[src/rtl/mem_pkg.sv]
// mem_pkg: shared sizing helpers and parameter checks for the masked 1R1W memory.
package mem_pkg;
  function automatic int clog2_min1(input int n);
    return (n <= 2) ? 1 : $clog2(n);
  endfunction
  function automatic int lane_count(input int width, input int gran);
    return width / gran;
  endfunction
  function automatic bit gran_ok(input int width, input int gran);
    return gran > 0 && width % gran == 0;
  endfunction
endpackage

[src/rtl/mem_lane_valid.sv]
// mem_lane_valid: per-address, per-lane valid flops with async reset, flush and set-on-write.
module mem_lane_valid
  import mem_pkg::*;
#(
  parameter int DEPTH  = 128,
  parameter int LANES  = 4,
  parameter int ADDR_W = 7
) (
  input  logic              clock,
  input  logic              reset_n,
  input  logic              flush,
  input  logic              wr_en,
  input  logic [ADDR_W-1:0] wr_addr,
  input  logic [LANES-1:0]  wr_mask,
  input  logic [ADDR_W-1:0] rd_addr,
  output logic [LANES-1:0]  rd_lv
);
  localparam logic [ADDR_W:0] DEPTH_L = (ADDR_W+1)'(DEPTH);
  logic [LANES-1:0] lv_q [DEPTH];
  logic [LANES-1:0] lv_d [DEPTH];
  logic wr_ok, rd_ok;
  always_comb begin
    wr_ok = wr_en && {1'b0, wr_addr} < DEPTH_L;
    rd_ok = {1'b0, rd_addr} < DEPTH_L;
    for (int i = 0; i < DEPTH; i++) lv_d[i] = flush ? '0 : lv_q[i];
    // a write in the flush cycle still leaves its own lanes valid
    if (wr_ok) lv_d[wr_addr] = lv_d[wr_addr] | wr_mask;
    rd_lv = rd_ok ? lv_q[rd_addr] : '0;
  end
  always_ff @(posedge clock or negedge reset_n)
    if (!reset_n) for (int i = 0; i < DEPTH; i++) lv_q[i] <= '0;
    else lv_q <= lv_d;
endmodule

[src/rtl/mem_1r1w_masked_vt.sv]
// mem_1r1w_masked_vt: single-clock masked 1R1W memory with lane-valid tracking,
// optional write-to-read bypass, idle output hold and synchronous flush.
module mem_1r1w_masked_vt
  import mem_pkg::*;
#(
  parameter int DEPTH     = 128,
  parameter int WIDTH     = 4,
  parameter int MASK_GRAN = 1,
  parameter int BYPASS    = 1,
  localparam int ADDR_W   = clog2_min1(DEPTH),
  localparam int MASK_W   = lane_count(WIDTH, MASK_GRAN)
) (
  input  logic              clock,
  input  logic              reset_n,
  input  logic [ADDR_W-1:0] R0_addr,
  input  logic              R0_en,
  output logic [WIDTH-1:0]  R0_data,
  output logic              R0_valid,
  input  logic [ADDR_W-1:0] W0_addr,
  input  logic              W0_en,
  input  logic [WIDTH-1:0]  W0_data,
  input  logic [MASK_W-1:0] W0_mask,
  input  logic              flush
);
  localparam logic [ADDR_W:0] DEPTH_L = (ADDR_W+1)'(DEPTH);
  if (!gran_ok(WIDTH, MASK_GRAN)) begin : g_bad_gran
    $error("WIDTH must be a multiple of MASK_GRAN");
  end
  logic [WIDTH-1:0] mem_q [DEPTH];
  logic [WIDTH-1:0] mem_d [DEPTH];
  logic [WIDTH-1:0] r0_data_q, r0_data_d, wm, lvm, old_data, rd_data;
  logic [MASK_W-1:0] rd_lv;
  logic r0_valid_q, r0_valid_d, w_ok, r_ok, hit;
  mem_lane_valid #(.DEPTH(DEPTH), .LANES(MASK_W), .ADDR_W(ADDR_W)) u_lv (
    .clock   (clock),
    .reset_n (reset_n),
    .flush   (flush),
    .wr_en   (W0_en),
    .wr_addr (W0_addr),
    .wr_mask (W0_mask),
    .rd_addr (R0_addr),
    .rd_lv   (rd_lv)
  );
  genvar l;
  for (l = 0; l < MASK_W; l++) begin : g_lane
    assign wm[l*MASK_GRAN +: MASK_GRAN]  = {MASK_GRAN{W0_mask[l]}};
    assign lvm[l*MASK_GRAN +: MASK_GRAN] = {MASK_GRAN{rd_lv[l]}};
  end
  always_comb begin
    w_ok = W0_en && {1'b0, W0_addr} < DEPTH_L;
    r_ok = {1'b0, R0_addr} < DEPTH_L;
    mem_d = mem_q;
    if (w_ok) mem_d[W0_addr] = (mem_q[W0_addr] & ~wm) | (W0_data & wm);
    old_data = r_ok ? mem_q[R0_addr] & lvm : '0;
    hit = BYPASS != 0 && w_ok && R0_addr == W0_addr;
    rd_data = hit ? (old_data & ~wm) | (W0_data & wm) : old_data;
    r0_data_d = R0_en ? rd_data : r0_data_q;
    r0_valid_d = R0_en;
  end
  always_ff @(posedge clock) mem_q <= mem_d;
  always_ff @(posedge clock or negedge reset_n)
    if (!reset_n) begin
      r0_data_q <= '0;
      r0_valid_q <= 1'b0;
    end else begin
      r0_data_q <= r0_data_d;
      r0_valid_q <= r0_valid_d;
    end
  assign R0_data = r0_data_q;
  assign R0_valid = r0_valid_q;
endmodule

[config.mk]
export PLATFORM = sky130hd
export DESIGN_NAME = mem_1r1w_masked_vt
export DESIGN_NICKNAME = d
export VERILOG_FILES = /design/src/rtl/mem_pkg.sv /design/src/rtl/mem_lane_valid.sv /design/src/rtl/mem_1r1w_masked_vt.sv
export SDC_FILE = /design/constraint.sdc
export NUM_CORES = 2
export LEC_CHECK = 0
export ABC_CLOCK_PERIOD_IN_PS = 7300
export BUFFER_PORTS_ARGS = -buffer_cell sky130_fd_sc_hd__buf_2
export CORE_AREA = 2 2 407 409
export CTS_BUF_LIST = sky130_fd_sc_hd__clkbuf_2 sky130_fd_sc_hd__clkbuf_4 sky130_fd_sc_hd__clkbuf_8
export DETAILED_ROUTE_END_ITERATION = 12
export DIE_AREA = 0 0 409 411
export PLACE_DENSITY_LB_ADDON = 0.12
export SYNTH_ARGS = -nofsm -noshare
export SYNTH_HDL_FRONTEND = slang
export SYNTH_SLANG_ARGS = --single-unit
[constraint.sdc]
create_clock -name clock -period 7.3 [get_ports clock]
set_input_delay 0.365 -clock clock [delete_from_list [all_inputs] [get_ports clock]]
set_output_delay 0.365 -clock clock [all_outputs]
set_load 0.01 [all_outputs]
==> flow_summary.yaml <==
timing:
  final.min_clock_period_ns: 5.00
  period_share_pct: 68.5
  unrepaired_setup_endpoints_after_global_routing: "false"
  slew_headroom_pct: 3.45
  fin_tns_setup_ns: 0
  achievable-frequency_ghz: 0.200
  worst-slew-pin-transition_ns: 1.43
  timing_hold_violations_final: 0
  final_count_of_negative_setup_slack_endpoints: 0
  finClkSkew_ns: 0.0793
  fin_ws_ns: 2.30
  drv_slew: 0
place:
  place.detailed.hpwl_um: 169000
  place_ws_ns: 1.58
  place_congestion: 0.969
  port_buffers: 31
critical_path:
  cp.required_ns: 7.85
  critPathMaxStageDelay_ns: 1.04
  worst_r2r_path_depth: 7
  path_class: "in -> reg"
  crit_top_cell: "sky130_fd_sc_hd__buf_4"
  critical_path_arrival_ns: 5.55
  critical_path.endpoint_type: "flip-flop"
  worst-path-max-fanout: 64
  crit_chain: "buf_6 -> buf_4 -> nor3b_2 -> buf_4 -> a22o_1 -> a221oi_1 -> a31oi_1 -> or4_1 -> nor4_1 -> a31oi_4 -> buf_4"
  cp.depth: 11
  cp.buffers_inverters: 4
  setup.worst_path.start_class: "input port"
  critPathSlowestCell: "sky130_fd_sc_hd__nor4_1"
  cp_top_family: "simple AND/OR/NAND/NOR gates"
synthesis:
  number_of_enable_flip_flop_cells_after_synthesis: 512
  synth_cell_types: 82
  yosys-top-cells-area: "sky130_fd_sc_hd__edfxtp_1 31%, sky130_fd_sc_hd__dfrtp_1 26%, sky130_fd_sc_hd__nand3_1 6.9%, sky130_fd_sc_hd__o21ai_0 5.0%, sky130_fd_sc_hd__a22oi_1 4.8%"
  synth_area_per_cell_um2: 10.7
  synth_largest_type_area_fraction_pct: 31.5
  dominantRegCellSynth: "sky130_fd_sc_hd__dfrtp_1"
  yosys.area.top_type: "sky130_fd_sc_hd__edfxtp_1"
  netlist_instances: 4565
  synthArstFlopShare_pct: 50.2
  yosys.cell_count.top_type: "sky130_fd_sc_hd__nand3_1"
  synth.ff_latch_count: 1029
  part_of_the_yosys_area_used_for_sequential_elements_pct: 58.0
  ys_top_cells_by_count: "674 x sky130_fd_sc_hd__nand3_1, 517 x sky130_fd_sc_hd__dfrtp_1, 512 x sky130_fd_sc_hd__edfxtp_1, 492 x sky130_fd_sc_hd__o21ai_0, 414 x sky130_fd_sc_hd__nand2_1"
  synth.yosys.warnings: 0
  syn_nets: 4592
  synthesis.area_mm2: 0.0488
routing:
  postRouteAntennaNets: 0
  viasPerCell: 6.24
  remaining_design_rule_violation_count: 0
  drt_first_pass_iters: 7
  postRouteWirelength_um: 255000
  dr_total_vias: 43200
  initial_drt_markers: 6162
  route.detailed.wl_per_inst_um: 36.9
cts:
  cts.clk_slew.worst_paths_ns: 0.06
  cts_max_level: 4
  tritoncts: "built"
  clockBufferDepth: 3
  clock_latency_ns: 1.00
  post_cts.repair.setup_buffers: 0
  clock-root-buffer: "sky130_fd_sc_hd__clkbuf_8"
  numCtsBuffers: 186
  clock-sinks: 1029
pwr:
  power.static_leakage_nw: 20.2
  power_density_mw_per_mm2: 241
  total_power_w: 0.0134
  worst_ir_drop_vdd_uv: 186
global_route:
  first_global_vias: 41200
  grt_pass1_wl_um: 350000
  gr-total-overflow: 0
  antenna_found_initial: 22
  maximum_number_of_pins_on_one_net_before_global_route_repair: 177
  global_route.usage.total_pct: 29.7
die:
  floorplan.initialDensity_pct: 29.8
  design.core.area_mm2: 0.164
  fp.dieH_um: 411
  dieWidth_um: 409
  core.rowCount: 149
  io_pins: 32
  floorplan_die_area_mm2: 0.168
layout:
  area.growth.synth_to_final_pct: 13.9
  num-nets-final: 4594
  drive_gt1_share_pct: 12.6
outcome:
  outcome: "finished, final reports clean"
run:
  max_cap_violations: 0
hold_path:
  worstHoldPathType: "in -> async"
cells by family (layout without fill, tap and decap cells):
kind of cell	count (synthesis)	after routing	share of synthesized area (%)
muxes	107	107	2.82
other	0	10	0
buffers and inverters	498	661	4.60
xor gates and xnor gates	7	7	0.126
DFF	1029	1029	58.0
AOI/OAI and AO/OA	1589	1589	21.2
and+or+nand+nor	1335	1335	13.3
layout by cell type, fill, tap and decap left out, drive strengths merged, types with 98 or more instances in the layout:
master  Yosys  layout
buf       121     168
o211ai     98      98
o21ai     593     593
clkbuf    242     268
a21oi     159     159
nand3     674     674
a22oi     315     315
edfxtp    512     512
dfrtp     517     517
inv       135     145
nand2     414     414
path summary, 6_finish.rpt:
kind | from | end | slack, ns
setup / recovery | W0_addr[0] | mem_q[415]$_DFFE_PP_ | 2.30
hold / removal | reset_n | u_lv.lv_q[385]$_DFF_PN0_ | 0.03
setup reg to reg | mem_q[411]$_DFFE_PP_ | mem_q[415]$_DFFE_PP_ | 2.99
hold reg to reg | u_lv.lv_q[507]$_DFF_PN0_ | u_lv.lv_q[507]$_DFF_PN0_ | 0.54
max in group asynchronous | reset_n | u_lv.lv_q[178]$_DFF_PN0_ | 5.79
min in group clock | W0_mask[1] | R0_data[1]$_DFFE_PN0P_ | 0.12
routing by layer:
layer / global-route usage (%) / share of wire (%) / vias up
met5: 0 / 0.052 / -
met4: 14.7 / 5.4 / 16
met3: 8.17 / 11 / 711
met2: 43.9 / 43 / 2899
met1: 39.9 / 41 / 21900
li1: - / - / 17700
area by class of cell:
type                       instances  area (um2)
antenna                           10        25.0
clock buffer                     268        3290
clock inverter                    81         736
fill                           16500      108000
inverter                         135         514
multi-input combinational       3038       18500
sequential                      1029       28300
tap                             2189        2740
timing repair buffer             177        1470
registers in the layout (all words and copies together) (netlist names):
signal,cells
mem_q,512
R0_valid,1
u_lv.lv_q,512
R0_data,4
what timing repair did:
| item | CTS | global route |
|---|---|---|
| endpoints found under the hold margin | 75 | 0 |
| gates resized for setup | 0 | 0 |
| hold buffers | 9 | 0 |
per-stage QoR:
step                area (um2)  hold WS [ns]  utilization (%)  instances
finish                   55600        0.0303             34.0       6927
CTS                      55600        0.0311             33.9       6917
floorplan                48900        0.0694                -       4565
detailed placement       51500         0.431             31.4       6559
global route             55600        0.0694             33.9       6923
global placement         51500         0.430             31.4       6559
report_power, final:
part           internal (W)  switching [W]
clock network       0.00332        0.00272
logic              0.000206       0.000938
registers           0.00620      0.0000275
Note: power is estimated with default switching activity, not from simulation.
